[src/rtl/shift_feeder_pkg.sv]
// Shared definitions for the shift feeder and the downstream shift register.
package shift_pkg;

    localparam logic [1:0] ST_IDLE = 2'd0;
    localparam logic [1:0] ST_SEND = 2'd1;
    localparam logic [1:0] ST_DONE = 2'd2;

    localparam int DEFAULT_WIDTH = 4;

    typedef enum logic [1:0] {
        IDLE = ST_IDLE,
        SEND = ST_SEND,
        DONE = ST_DONE
    } state_t;

    // Counter width for a modulus n, never less than one bit.
    function automatic int cnt_bits(input int n);
        return (n > 1) ? $clog2(n) : 1;
    endfunction

endpackage

[src/rtl/shift_feeder_if.sv]
// Load handshake plus serial outputs of the shift feeder.
interface shift_feeder_if
    import shift_pkg::*;
#(
    parameter int WIDTH = DEFAULT_WIDTH
);
    logic [WIDTH-1:0] data_in;
    logic             load_valid;
    logic             load_ready;
    logic             shr;
    logic             shr_in;
    logic             busy;
    logic             done;

    modport master (
        output data_in, load_valid,
        input  load_ready, shr, shr_in, busy, done
    );

    modport slave (
        input  data_in, load_valid,
        output load_ready, shr, shr_in, busy, done
    );
endinterface

[src/rtl/shift_feeder_bit_tick_gen.sv]
// DIV prescaler built as a down-counter; tick is asserted one cycle ahead of the
// counter reaching zero so the feeder can register its strobe onto that cycle.
module bit_tick_gen
    import shift_pkg::*;
#(
    parameter int DIV = 1
) (
    input  logic clk,
    input  logic rst,
    input  logic load,
    input  logic en,
    output logic tick
);
    localparam int            CW     = cnt_bits(DIV);
    localparam logic [CW-1:0] RELOAD = CW'(DIV - 1);

    logic [CW-1:0] cnt;
    logic [CW-1:0] cnt_next;

    always_comb begin
        cnt_next = cnt;
        if (load) begin
            cnt_next = RELOAD;
        end else if (en) begin
            cnt_next = (cnt == '0) ? RELOAD : cnt - CW'(1);
        end
    end

    assign tick = (load || en) && (cnt_next == '0);

    always_ff @(posedge clk) begin
        if (rst) begin
            cnt <= '0;
        end else begin
            cnt <= cnt_next;
        end
    end
endmodule

[src/rtl/shift_feeder.sv]
// Parallel-to-serial feeder: accepts a word and strobes it LSB first into a
// right-shift register, one bit every DIV clocks, then pulses done.
//
//   state | meaning
//   IDLE  | load_ready high, waiting for load_valid
//   SEND  | prescaler running, one shr strobe per bit
//   DONE  | one-cycle done pulse, back to IDLE
module shift_feeder
    import shift_pkg::*;
#(
    parameter int WIDTH = DEFAULT_WIDTH,
    parameter int DIV   = 1
) (
    input logic           clk,
    input logic           rst,
    shift_feeder_if.slave bus
);
    localparam int BW = $clog2(WIDTH + 1);

    state_t           state;
    logic [WIDTH-1:0] buffer;
    logic [BW-1:0]    bit_cnt;
    logic             shr_q;
    logic             shr_in_q;
    logic             done_q;
    logic             busy_q;
    logic             ready_q;

    logic accept;
    logic last;
    logic tick_en;
    logic tick;
    logic second_bit;
    logic next_bit;

    if (WIDTH > 1) begin : g_wide
        assign second_bit = buffer[1];
    end else begin : g_narrow
        assign second_bit = 1'b0;
    end

    assign accept  = (state == IDLE) && bus.load_valid;
    assign last    = (bit_cnt == BW'(WIDTH - 1));
    // Stop the prescaler during the final strobe so no extra tick reaches DONE.
    assign tick_en = (state == SEND) && !(shr_q && last);
    // Bit that will sit in buffer[0] during the next cycle.
    assign next_bit = accept ? bus.data_in[0] : (shr_q ? second_bit : buffer[0]);

    bit_tick_gen #(.DIV(DIV)) u_tick (
        .clk  (clk),
        .rst  (rst),
        .load (accept),
        .en   (tick_en),
        .tick (tick)
    );

    always_ff @(posedge clk) begin
        if (rst) begin
            state    <= IDLE;
            buffer   <= '0;
            bit_cnt  <= '0;
            shr_q    <= 1'b0;
            shr_in_q <= 1'b0;
            done_q   <= 1'b0;
            busy_q   <= 1'b0;
            ready_q  <= 1'b1;
        end else begin
            shr_q    <= tick;
            shr_in_q <= tick & next_bit;
            done_q   <= 1'b0;
            case (state)
                IDLE: begin
                    if (accept) begin
                        buffer  <= bus.data_in;
                        bit_cnt <= '0;
                        state   <= SEND;
                        busy_q  <= 1'b1;
                        ready_q <= 1'b0;
                    end
                end
                SEND: begin
                    if (shr_q) begin
                        buffer  <= buffer >> 1;
                        bit_cnt <= bit_cnt + BW'(1);
                        if (last) begin
                            state  <= DONE;
                            done_q <= 1'b1;
                        end
                    end
                end
                DONE: begin
                    state   <= IDLE;
                    busy_q  <= 1'b0;
                    ready_q <= 1'b1;
                end
                default: state <= IDLE;
            endcase
        end
    end

    assign bus.shr        = shr_q;
    assign bus.shr_in     = shr_in_q;
    assign bus.done       = done_q;
    assign bus.busy       = busy_q;
    assign bus.load_ready = ready_q;
endmodule

[src/flat_wrapper.sv]
// flat-port wrapper written by rule: the top's interface ports become plain ports
module shift_feeder_flat import shift_pkg::*;
#(
    parameter int WIDTH = DEFAULT_WIDTH,
    parameter int DIV   = 1
)
  (clk, rst, bus_data_in, bus_load_valid, bus_load_ready, bus_shr, bus_shr_in, bus_busy, bus_done);
  shift_feeder_if #(.WIDTH(WIDTH)) bus_i ();
  input logic clk;
  input logic rst;
  input wire logic [$bits(bus_i.data_in)-1:0] bus_data_in;
  input wire logic [$bits(bus_i.load_valid)-1:0] bus_load_valid;
  output wire logic [$bits(bus_i.load_ready)-1:0] bus_load_ready;
  output wire logic [$bits(bus_i.shr)-1:0] bus_shr;
  output wire logic [$bits(bus_i.shr_in)-1:0] bus_shr_in;
  output wire logic [$bits(bus_i.busy)-1:0] bus_busy;
  output wire logic [$bits(bus_i.done)-1:0] bus_done;
  assign bus_i.data_in = bus_data_in;
  assign bus_i.load_valid = bus_load_valid;
  assign bus_load_ready = bus_i.load_ready;
  assign bus_shr = bus_i.shr;
  assign bus_shr_in = bus_i.shr_in;
  assign bus_busy = bus_i.busy;
  assign bus_done = bus_i.done;
  shift_feeder #(.WIDTH(WIDTH), .DIV(DIV)) u_core (.clk(clk), .rst(rst), .bus(bus_i));
endmodule
[config.mk]
export PLATFORM = sky130hd
export DESIGN_NAME = shift_feeder_flat
export DESIGN_NICKNAME = d
export VERILOG_FILES = /design/src/rtl/shift_feeder_pkg.sv /design/src/rtl/shift_feeder_if.sv /design/src/rtl/shift_feeder_bit_tick_gen.sv /design/src/rtl/shift_feeder.sv /design/src/flat_wrapper.sv
export SDC_FILE = /design/constraint.sdc
export NUM_CORES = 1
export LEC_CHECK = 0
export ABC_AREA = 1
export CAP_MARGIN = 20
export CORE_ASPECT_RATIO = 0.6
export CORE_MARGIN = 5
export CORE_UTILIZATION = 30
export DETAILED_ROUTE_END_ITERATION = 7
export HOLD_SLACK_MARGIN = 0.06
export MAX_ROUTING_LAYER = met4
export PLACE_DENSITY = 0.57
export SYNTH_ARGS = -nofsm -noshare
export SYNTH_HDL_FRONTEND = slang
export SYNTH_SLANG_ARGS = --single-unit
[constraint.sdc]
create_clock -name clk -period 1 [get_ports clk]
set_input_delay 0.2 -clock clk [delete_from_list [all_inputs] [get_ports clk]]
set_output_delay 0.2 -clock clk [all_outputs]
set_load 0.05 [all_outputs]
==> impl_metrics.json, run 1 <==
{
  "startpoint_type": "flop",
  "violations": "negative setup slack",
  "drc": 0,
  "n_antenna_cell": 0,
  "place_congestion": 0.8090,
  "fin_setup_tns_ps": -175.4,
  "antenna_left": 0,
  "rsz0062_at_grt": "yes",
  "vias": 673,
  "grt_antenna_before_repair": 0,
  "slew-limit-headroom_pct": 86.94,
  "hold_path_depth": 2,
  "setup_viol_count_final": 7,
  "synth-seq-cells": 14,
  "synth_xor_area_share_pct": 0,
  "start_util_pct": 31.46,
  "post-route-util_pct": 49.22,
  "cts_buffers": 3,
  "grt_pass1_wl_mm": 2.463,
  "hold_slack_ps": 477.2,
  "stdcell_count": 151,
  "cp_slowest_cell": "dfxtp_4",
  "fin_skew_ps": 4.557,
  "routedWlPerCell_um": 10.90,
  "yosysUniqueCellTypes": 14,
  "synth_nets": 105,
  "slowest_delay_ps": 360,
  "cts_tree": "yes",
  "synth_top_family_by_area": "simple AND/OR/NAND/NOR gates",
  "core-area_mm2": 0.002163,
  "worstRegToRegCells": 5,
  "cts.sinks": 14,
  "seq_area_frac_synth_pct": 41.18,
  "overflow": 0,
  "grt_max_degree": 11,
  "tightest_slew_ps": 195.4,
  "grt_pass1_vias": 549,
  "regToRegStartpoint": "u_core.state[0]",
  "num_rows": 13,
  "clock_latency_ps": 250,
  "critPathRequiredTime_ps": 1150,
  "synthAdderAreaFrac_pct": 3.676,
  "outcome": "complete, but fails checks",
  "ff2ff_setup_slack_ps": -40,
  "end_kind": "flop",
  "cap_viol_max_count": 0,
  "fillers": 209,
  "crit_end": "u_core.bit_cnt[2]",
  "netlist_area_um2": 680.7,
  "dpl.cell_count": 142,
  "nNetsFinal": 131,
  "clockRootBuffer": "clkbuf_8",
  "synth_compound_area_share_pct": 2.941,
  "slew_violations": 0,
  "synthCells": 96,
  "first_pass_iters": 4,
  "cp-startpoint": "u_core.state[0]",
  "avgSynthCellArea_um2": 7.090,
  "htreeDepth": 1,
  "drtIter0Drc": 54,
  "worstSetupPathType": "flop to flop",
  "worst_slack_ps": -44.24,
  "cts_max_path_buffers": 2,
  "timing.fmax_ghz": 0.9576,
  "cts.clk_slew.worst_paths_ps": 60,
  "p_per_area_mw_per_mm2": 1484,
  "peakVddDrop_mv": 0.4830,
  "timing.final.crit_period_ps": 1044,
  "p_leak_uw": 0.0005021,
  "drive_above_1_share_pct": 34.71,
  "syn_to_final_growth_pct": 56.43,
  "ys_warn_count": 0,
  "fin_crit_sh_pct": 104.4,
  "ios": 12,
  "dpl.hpwl_mm": 1.061,
  "synth_mux_area_share_pct": 0,
  "yosys.area_share.simple_pct": 39.52,
  "cp_cell_sequence": "nor2_4 > nand2_4 > buf_6 > a21oi_2 > nor2_1",
  "final-hold-violation-count": 0,
  "via_per_inst": 4.457,
  "routed_wl_mm": 1.646,
  "grt_usage_pct": 10.55,
  "arrival_ps": 1200,
  "min_path_type": "flop to flop",
  "critPathMaxFanout": 7,
  "die_area_mm2": 0.003353,
  "io_buffers": 11,
  "die_h_um": 46.90,
  "die_x_um": 71.50,
  "reg2reg_to": "u_core.bit_cnt[2]"
}
[worst max-delay path, delay by kind of cell (launching register included)]
kind	cells	cell delay [ps]
flops	1	360
simple gates	3	340
buf+inv	1	140
compound gates	1	100
[worst min path at each step]
| stage | slack, ps | startpoint | endpoint |
|---|---|---|---|
| 6_report | 480 | u_core.bus.load_ready | u_core.bus.load_ready |
| 5_1_grt | 500 | u_core.bus.busy | u_core.bus.busy |
| 4_1_cts | 490 | u_core.bus.load_ready | u_core.bus.load_ready |
| 3_5_place_dp | 480 | u_core.bus.load_ready | u_core.bus.load_ready |
| 3_3_place_gp | 470 | u_core.bus.load_ready | u_core.bus.load_ready |
| 2_1_floorplan | 310 | rst | u_core.bus.load_ready |
[cells by family after synthesis]
logic type               Yosys count
AO/OA/AOI/OAI                      4
buffers and inverters             17
AND/OR/NAND/NOR                   59
flip-flops                        14
adder cells (fa/ha/maj)            2
[routing by layer]
| metal | part of all wire [%] | global-route usage, % | vias up |
|---|---|---|---|
| met4 | 2.1 | 6.367 | 0 |
| met2 | 41 | 13.50 | 27 |
| li1 | - | - | 345 |
| met5 | 0 | - | - |
| met1 | 47 | 13.14 | 296 |
| met3 | 9.3 | 5.128 | 5 |
[synth_stat cells]
master   instances  area [µm²]
nand2_1         29       108.9
nor2_1          15       56.30
dfxtp_1         14       280.3
inv_1           13       48.80
nand3_1          9       45.04
a21oi_1          3       15.01
buf_6            3       33.78
nand4_1          3       18.77
ha_1             2       25.02
inv_2            1       3.750
nand2_4          1       11.26
nand3_4          1       17.52
nor2_4           1       11.26
o21ai_0          1       5.000
[state kept, by name, summed over array words and instances (netlist names)]
| name | cells |
|---|---|
| u_core.bit_cnt | 3 |
| u_core.buffer | 4 |
| u_core.bus.busy | 1 |
| u_core.bus.done | 1 |
| u_core.bus.load_ready | 1 |
| u_core.bus.shr | 1 |
| u_core.bus.shr_in | 1 |
| u_core.state | 2 |
[cell usage in the layout (no fill, tap or decap), types with 2 or more instances in the layout]
cell type	synthesis	routed
a21oi_1	3	2
nor2_1	15	14
dfxtp_4	0	2
nand2_4	1	2
nand3_1	9	9
buf_12	0	5
buf_4	0	11
clkdlybuf4s50_1	0	6
inv_4	0	2
nand2_1	29	25
dfxtp_1	14	7
dfxtp_2	0	5
clkbuf_8	0	4
nand4_1	3	3
inv_1	13	12
ha_4	0	2
nand2_2	0	4
[per-stage QoR]
step	instance area, µm²	worst slack, ps	power [µW]
after global placement	912.1	-234.0	966.1
after CTS	1005	-44.79	1551
after floorplan	688.2	-32.34	841.6
after global routing	1065	-93.58	1661
final	1065	-44.24	1580
after detailed placement	912.1	-257.6	969.5
[cell type report]
cell class	instances	area, µm²	share of cell area [%]
flip-flops and latches	14	294.0	27.61
multi-input cells	66	366.6	34.43
clock buffers	4	55.05	5.170
inverters	14	57.56	5.405
repair buffers	23	254.0	23.85
well taps	30	37.54	3.525
[what timing repair did]
action | in CTS | in global routing
pin swaps | 6 | 3
setup buffers | 0 | 4
endpoints found under the setup margin | 13 | 14
hold buffers | 0 | 0
cloned | 1 | 0
resized for setup | 9 | 12
[report_power, final]
group / leakage [µW] / internal (µW) / switching [µW]
clock network: 0.0000288 / 349 / 212
logic: 0.000355 / 182 / 195
registers: 0.000118 / 603 / 39.6
total: 0.000502 / 1130 / 446
(Power assumes the default switching activity.)
==> run 2, diff against run 1 <==
--- a/config.mk
+++ b/config.mk
@@ -7,13 +7,14 @@
 export LEC_CHECK = 0
 export ABC_AREA = 1
 export CAP_MARGIN = 20
+export CELL_PAD_IN_SITES_DETAIL_PLACEMENT = 1
+export CELL_PAD_IN_SITES_GLOBAL_PLACEMENT = 2
 export CORE_ASPECT_RATIO = 0.6
 export CORE_MARGIN = 5
-export CORE_UTILIZATION = 30
+export CORE_UTILIZATION = 24
 export DETAILED_ROUTE_END_ITERATION = 7
 export HOLD_SLACK_MARGIN = 0.06
-export MAX_ROUTING_LAYER = met4
-export PLACE_DENSITY = 0.57
+export PLACE_DENSITY = 0.75
 export SYNTH_ARGS = -nofsm -noshare
 export SYNTH_HDL_FRONTEND = slang
 export SYNTH_SLANG_ARGS = --single-unit
==> run 2 against run 1 <==
  * Wire length rose by 25%
  * Combinational power grew 6.9%
  * Sequential cell count is the same
  * The run still ends with negative setup slack left
  * Clock-buffer cell count unchanged
  * Highest routed layer is now met3
  * Worst setup slack got worse by 3.2 ps
  * Via count grew 5.9%
  * Largest cell class unchanged
  * Largest power group unchanged
==> impl_metrics.json, run 2 (synthesized netlist as in run 1, its figures left out) <==
{
  "grt_usage_pct": 11.07,
  "antenna_left": 0,
  "critPathRequiredTime_ps": 1150,
  "drtIter0Drc": 10,
  "cts.sinks": 14,
  "peakVddDrop_mv": 0.7233,
  "slew_violations": 0,
  "rsz0062_at_grt": "yes",
  "fin_setup_tns_ps": -134.9,
  "regMostFlops": "u_core.buffer",
  "arrival_ps": 1190,
  "p_per_area_mw_per_mm2": 1399,
  "setup_viol_count_final": 7,
  "stdcell_count": 163,
  "n_antenna_cell": 0,
  "reg2reg_to": "u_core.bit_cnt[2]",
  "cts_tree": "yes",
  "min_to": "u_core.bus.load_ready",
  "die_x_um": 78.75,
  "die_area_mm2": 0.004036,
  "timing.fmax_ghz": 0.9547,
  "vias": 713,
  "via_per_inst": 4.374,
  "grt_max_degree": 11,
  "worst_slack_ps": -47.44,
  "cpMostUsedCell": "ha_4",
  "startpoint_type": "flop",
  "finalPower_uw": 1609,
  "final_area_mm2": 0.001150,
  "cp_slowest_cell": "dfxtp_2",
  "drc": 0,
  "first_pass_iters": 2,
  "die_h_um": 51.25,
  "cp_cell_sequence": "ha_4 > ha_4 > nor2_2 > a21oi_1 > nor2_1",
  "ff2ff_setup_slack_ps": -50,
  "regToRegStartpoint": "u_core.bit_cnt[0]",
  "slowest_delay_ps": 330,
  "dpl.hpwl_mm": 1.500,
  "slew-limit-headroom_pct": 90.40,
  "largest_register_ffs": 4,
  "grt_pass1_wl_mm": 3.381,
  "dpl_cell_area_um2": 947.2,
  "worstRegToRegCells": 5,
  "nNetsFinal": 139,
  "cts_max_path_buffers": 2,
  "hold_path_depth": 2,
  "num_rows": 15,
  "fin_crit_sh_pct": 104.7,
  "clockRootBuffer": "clkbuf_8",
  "final_common_cell": "nand2_1",
  "cts_buffers": 3,
  "worstSetupPathType": "flop to flop",
  "tightest_slew_ps": 143.5,
  "cap_viol_max_count": 0,
  "core-area_mm2": 0.002796,
  "critPathMaxFanout": 2,
  "violations": "negative setup slack",
  "routed_wl_mm": 2.052,
  "fillers": 339,
  "fin_skew_ps": 3.742,
  "min_from": "u_core.bus.load_ready",
  "final-hold-violation-count": 0,
  "end_kind": "flop",
  "io_buffers": 11,
  "drive_above_1_share_pct": 42.64,
  "htreeDepth": 1,
  "min_path_type": "flop to flop",
  "grt_antenna_before_repair": 0,
  "dpl.cell_count": 150,
  "syn_to_final_growth_pct": 68.93,
  "overflow": 0,
  "p_leak_uw": 0.0005564,
  "grt_pass1_vias": 740,
  "routedWlPerCell_um": 12.59,
  "clock_latency_ps": 250,
  "outcome": "complete, but fails checks",
  "largestRegisters": "u_core.buffer x4, u_core.bit_cnt x3, u_core.state x2",
  "place_congestion": 0.7310,
  "cts.clk_slew.worst_paths_ps": 60,
  "start_util_pct": 24.34,
  "final_cell_mix": "nand2_1 (23), buf_4 (20), inv_1 (13)",
  "timing.final.crit_period_ps": 1047,
  "ios": 12
}
-- run 2: cell types whose count changed in the layout (fill, tap and decap cells not counted), sizes merged --
cell | previous run | this run
nand2 | 31 | 30
buf | 17 | 26
-- run 2: worst max path at each step --
stage	start	endpoint	slack, ps	cells after the start
after global routing	u_core.bit_cnt[0]	u_core.bus.shr_in	-110	7
after CTS	u_core.bit_cnt[1]	u_core.bit_cnt[2]	-60	5
after detailed placement	bus_load_valid	u_core.buffer[0]	-290	6
after global placement	bus_load_valid	u_core.buffer[0]	-240	6
final	u_core.bit_cnt[0]	u_core.bit_cnt[2]	-50	5
after floorplan	u_core.bit_cnt[0]	u_core.bus.shr_in	-30	7
-- run 2: layout make-up --
| cell class | count | area [µm²] | area share [%] |
|---|---|---|---|
| Clock buffer | 4 | 55.05 | 4.788 |
| Inverter | 14 | 55.05 | 4.788 |
| Multi-Input combinational cell | 65 | 381.6 | 33.19 |
| Sequential cell | 14 | 294.0 | 25.57 |
| Tap cell | 34 | 42.54 | 3.700 |
| Timing Repair Buffer | 32 | 321.6 | 27.97 |
-- run 2: where the power goes --
part / leakage [µW] / internal, µW / total, µW / switching (µW)
logic: 0.000410 / 200 / 402 / 202
registers: 0.000118 / 603 / 650 / 46.3
clock network: 0.0000288 / 349 / 557 / 209
-- run 2: worst max-delay path: cells and delay by family, from the launching register on --
family | cells | cell delay (ps)
adders and majority gates | 2 | 430
DFF | 1 | 330
AOI/OAI and AO/OA | 1 | 110
and+or+nand+nor | 2 | 80
-- run 2: per-layer routing --
layer  vias up  part of all wire (%)  track usage, %
li1        360                     -               -
met3         0                   3.8           4.225
met4         0                     0           1.744
met1       342                    47           13.53
met2        11                    49           18.87
met5         -                     0               0
-- run 2: through the flow --
step / util, % / worst slack, ps / hold slack (ps)
global placement: 33.87 / -242.3 / 471.1
global route: 41.12 / -108.8 / 515.1
CTS: 38.70 / -62.88 / 489.1
finish: 41.12 / -47.44 / 466.9
floorplan: - / -32.34 / 307.4
detailed placement: 33.87 / -292.3 / 482.5
-- run 2: repair_timing --
item | CTS | global route
pin swaps | 9 | 7
hold buffers | 0 | 0
setup endpoints to repair | 13 | 16
gates resized for setup | 13 | 13
buffers inserted | 5 | 4
==> run 3, diff against run 2 <==
--- a/config.mk
+++ b/config.mk
@@ -13,8 +13,10 @@
 export CORE_MARGIN = 5
 export CORE_UTILIZATION = 24
 export DETAILED_ROUTE_END_ITERATION = 7
+export GPL_TIMING_DRIVEN = 0
 export HOLD_SLACK_MARGIN = 0.06
 export PLACE_DENSITY = 0.75
 export SYNTH_ARGS = -nofsm -noshare
 export SYNTH_HDL_FRONTEND = slang
 export SYNTH_SLANG_ARGS = --single-unit
+export TNS_END_PERCENT = 10
==> run 3 against run 2 <==
  * The run still ends with negative setup slack left
  * Critical path depth up 2
  * Hold slack worse by 10 ps
  * Maximum frequency down 2.8%
  * Core utilization down 3.1 points
  * Non-clock buffer count down 10
  * Cell area down 7.6%
  * First-iteration DRC count rose to 4.1 times the previous value
  * Worst setup slack worse by 31 ps
  * Clock power up 2%
  * Clock skew down 2.3 ps
  * Clock-buffer cell count unchanged
==> impl_metrics.json, run 3 (synthesized netlist as in run 1, its figures left out) <==
{
  "cap_viol_max_count": 0,
  "final_cell_mix": "nand2_1 (23), nor2_1 (13), inv_1 (12)",
  "slew-limit-headroom_pct": 87.34,
  "outcome": "complete, but fails checks",
  "overflow": 0,
  "ios": 12,
  "min_to": "u_core.bus.load_ready",
  "htreeDepth": 1,
  "slowest_delay_ps": 560,
  "cts_buffers": 3,
  "via_per_inst": 4.409,
  "final_area_mm2": 0.001062,
  "end_kind": "flop",
  "regToRegStartpoint": "u_core.bit_cnt[0]",
  "grt_pass1_vias": 703,
  "cts.sinks": 14,
  "grt_pass1_wl_mm": 3.187,
  "worstSetupPathType": "input pin to flop",
  "timing.final.crit_period_ps": 1078,
  "fin_setup_tns_ps": -451.9,
  "dpl.cell_count": 141,
  "grt_max_degree": 11,
  "vias": 679,
  "drtIter0Drc": 41,
  "cp_top_family": "buffers and inverters",
  "fin_crit_sh_pct": 107.8,
  "io_buffers": 11,
  "final_common_cell": "nand2_1",
  "first_pass_iters": 4,
  "routedWlPerCell_um": 13.67,
  "die_h_um": 51.25,
  "clockRootBuffer": "clkbuf_8",
  "core-area_mm2": 0.002796,
  "fillers": 347,
  "path_buf_inv": 3,
  "largestRegisters": "u_core.buffer x4, u_core.bit_cnt x3, u_core.state x2",
  "regMostFlops": "u_core.buffer",
  "largest_register_ffs": 4,
  "peakVddDrop_mv": 0.6031,
  "finalPower_uw": 1581,
  "die_area_mm2": 0.004036,
  "pre_cts_ws_ps": -376.8,
  "reg2reg_to": "u_core.bus.shr_in",
  "grt_usage_pct": 10.49,
  "tightest_slew_ps": 189.3,
  "grt_antenna_before_repair": 0,
  "cp_slowest_cell": "clkdlybuf4s50_1",
  "start_util_pct": 24.34,
  "critPathMaxFanout": 6,
  "place_congestion": 0.7262,
  "startpoint_type": "input pin",
  "antenna_left": 0,
  "p_per_area_mw_per_mm2": 1488,
  "cts_max_path_buffers": 2,
  "routed_wl_mm": 2.105,
  "fin_skew_ps": 1.458,
  "min_from": "u_core.bus.load_ready",
  "stdcell_count": 154,
  "cp_cell_sequence": "clkdlybuf4s50_1 > nand2_4 > buf_4 > nand2_1 > nand2_1 > inv_2 > nor2_2",
  "die_x_um": 78.75,
  "cpMostUsedCell": "nand2_1",
  "cts.clk_slew.worst_paths_ps": 60,
  "timing.fmax_ghz": 0.9275,
  "drive_above_1_share_pct": 37.50,
  "dpl_cell_area_um2": 839.6,
  "clock_latency_ps": 250,
  "nNetsFinal": 130,
  "rsz0062_at_grt": "yes",
  "arrival_ps": 1230,
  "violations": "negative setup slack",
  "dpl.hpwl_mm": 1.362,
  "setup_viol_count_final": 13,
  "hold_path_depth": 2,
  "worst_slack_ps": -78.12,
  "p_leak_uw": 0.0005078,
  "min_path_type": "flop to flop",
  "n_antenna_cell": 0,
  "syn_to_final_growth_pct": 56.07,
  "num_rows": 15,
  "cts_tree": "yes",
  "drc": 0,
  "slew_violations": 0,
  "critPathRequiredTime_ps": 1150,
  "ff2ff_setup_slack_ps": -60,
  "final-hold-violation-count": 0,
  "worstRegToRegCells": 7
}
## run 3: changes by cell type in the layout (fill, tap and decap cells not counted), moves of 2 or more
cell     before  now
nand3_2       0    2
nor2_1       11   13
buf_4        20   11
buf_12        5    1
dfxtp_1       7    9
dfxtp_2       5    2
## run 3: layout make-up
cell class	instances	area, µm²	area share [%]
flip-flops and latches	14	294.0	27.68
well taps	34	42.54	4.005
repair buffers	20	198.9	18.73
clock buffers	4	55.05	5.183
inverters	14	55.05	5.183
plain buffers	2	26.28	2.473
multi-input cells	66	390.4	36.75
## run 3: worst max-delay path by stage
stage | from | to | slack [ps] | cells after the start
after global placement | u_core.bus.shr | bus_shr | -380 | 1
after floorplan | u_core.bit_cnt[0] | u_core.bus.shr_in | -40 | 7
final | bus_load_valid | u_core.bus.shr_in | -80 | 7
after global routing | u_core.state[0] | u_core.bus.shr_in | -110 | 7
after detailed placement | u_core.bus.shr | bus_shr | -380 | 1
after CTS | u_core.bit_cnt[0] | u_core.bus.shr_in | -80 | 7
## run 3: stage by stage
stage,hold slack [ps],utilization [%]
2_1_floorplan,307.4,-
4_1_cts,451.9,33.87
3_3_place_gp,435.3,30.02
6_report,456.5,37.99
5_1_grt,482.5,37.99
3_5_place_dp,436.7,30.02
## run 3: per-layer routing
layer | share of wire [%] | vias to the layer above | global-route usage (%) | wire, µm
met5 | 0 | - | 0 | 0
met4 | 0.52 | 0 | 2.616 | 11
met2 | 46 | 14 | 16.76 | 974
li1 | - | 345 | - | -
met1 | 48 | 318 | 13.40 | 1019
met3 | 4.8 | 2 | 3.873 | 100
## run 3: worst min-delay path, stage by stage, from the launching register on
cell,delay (ps)
dfxtp_1,310
nand2_1,60
nand2_1,40
## run 3: power breakdown
group          internal (µW)  switching, µW  total [µW]
combinational            169            202         371
sequential               600           43.1         643
clock                    349            218         567
total                   1120            463        1580
## run 3: timing repair
action                                 in CTS  in global routing
setup buffers                               3                  5
pin swaps                                   6                 10
gates cloned                                0                  2
gates resized for setup                    41                 16
setup endpoints to repair                  19                 16
hold buffers                                0                  0
endpoints found under the hold margin       0                  0
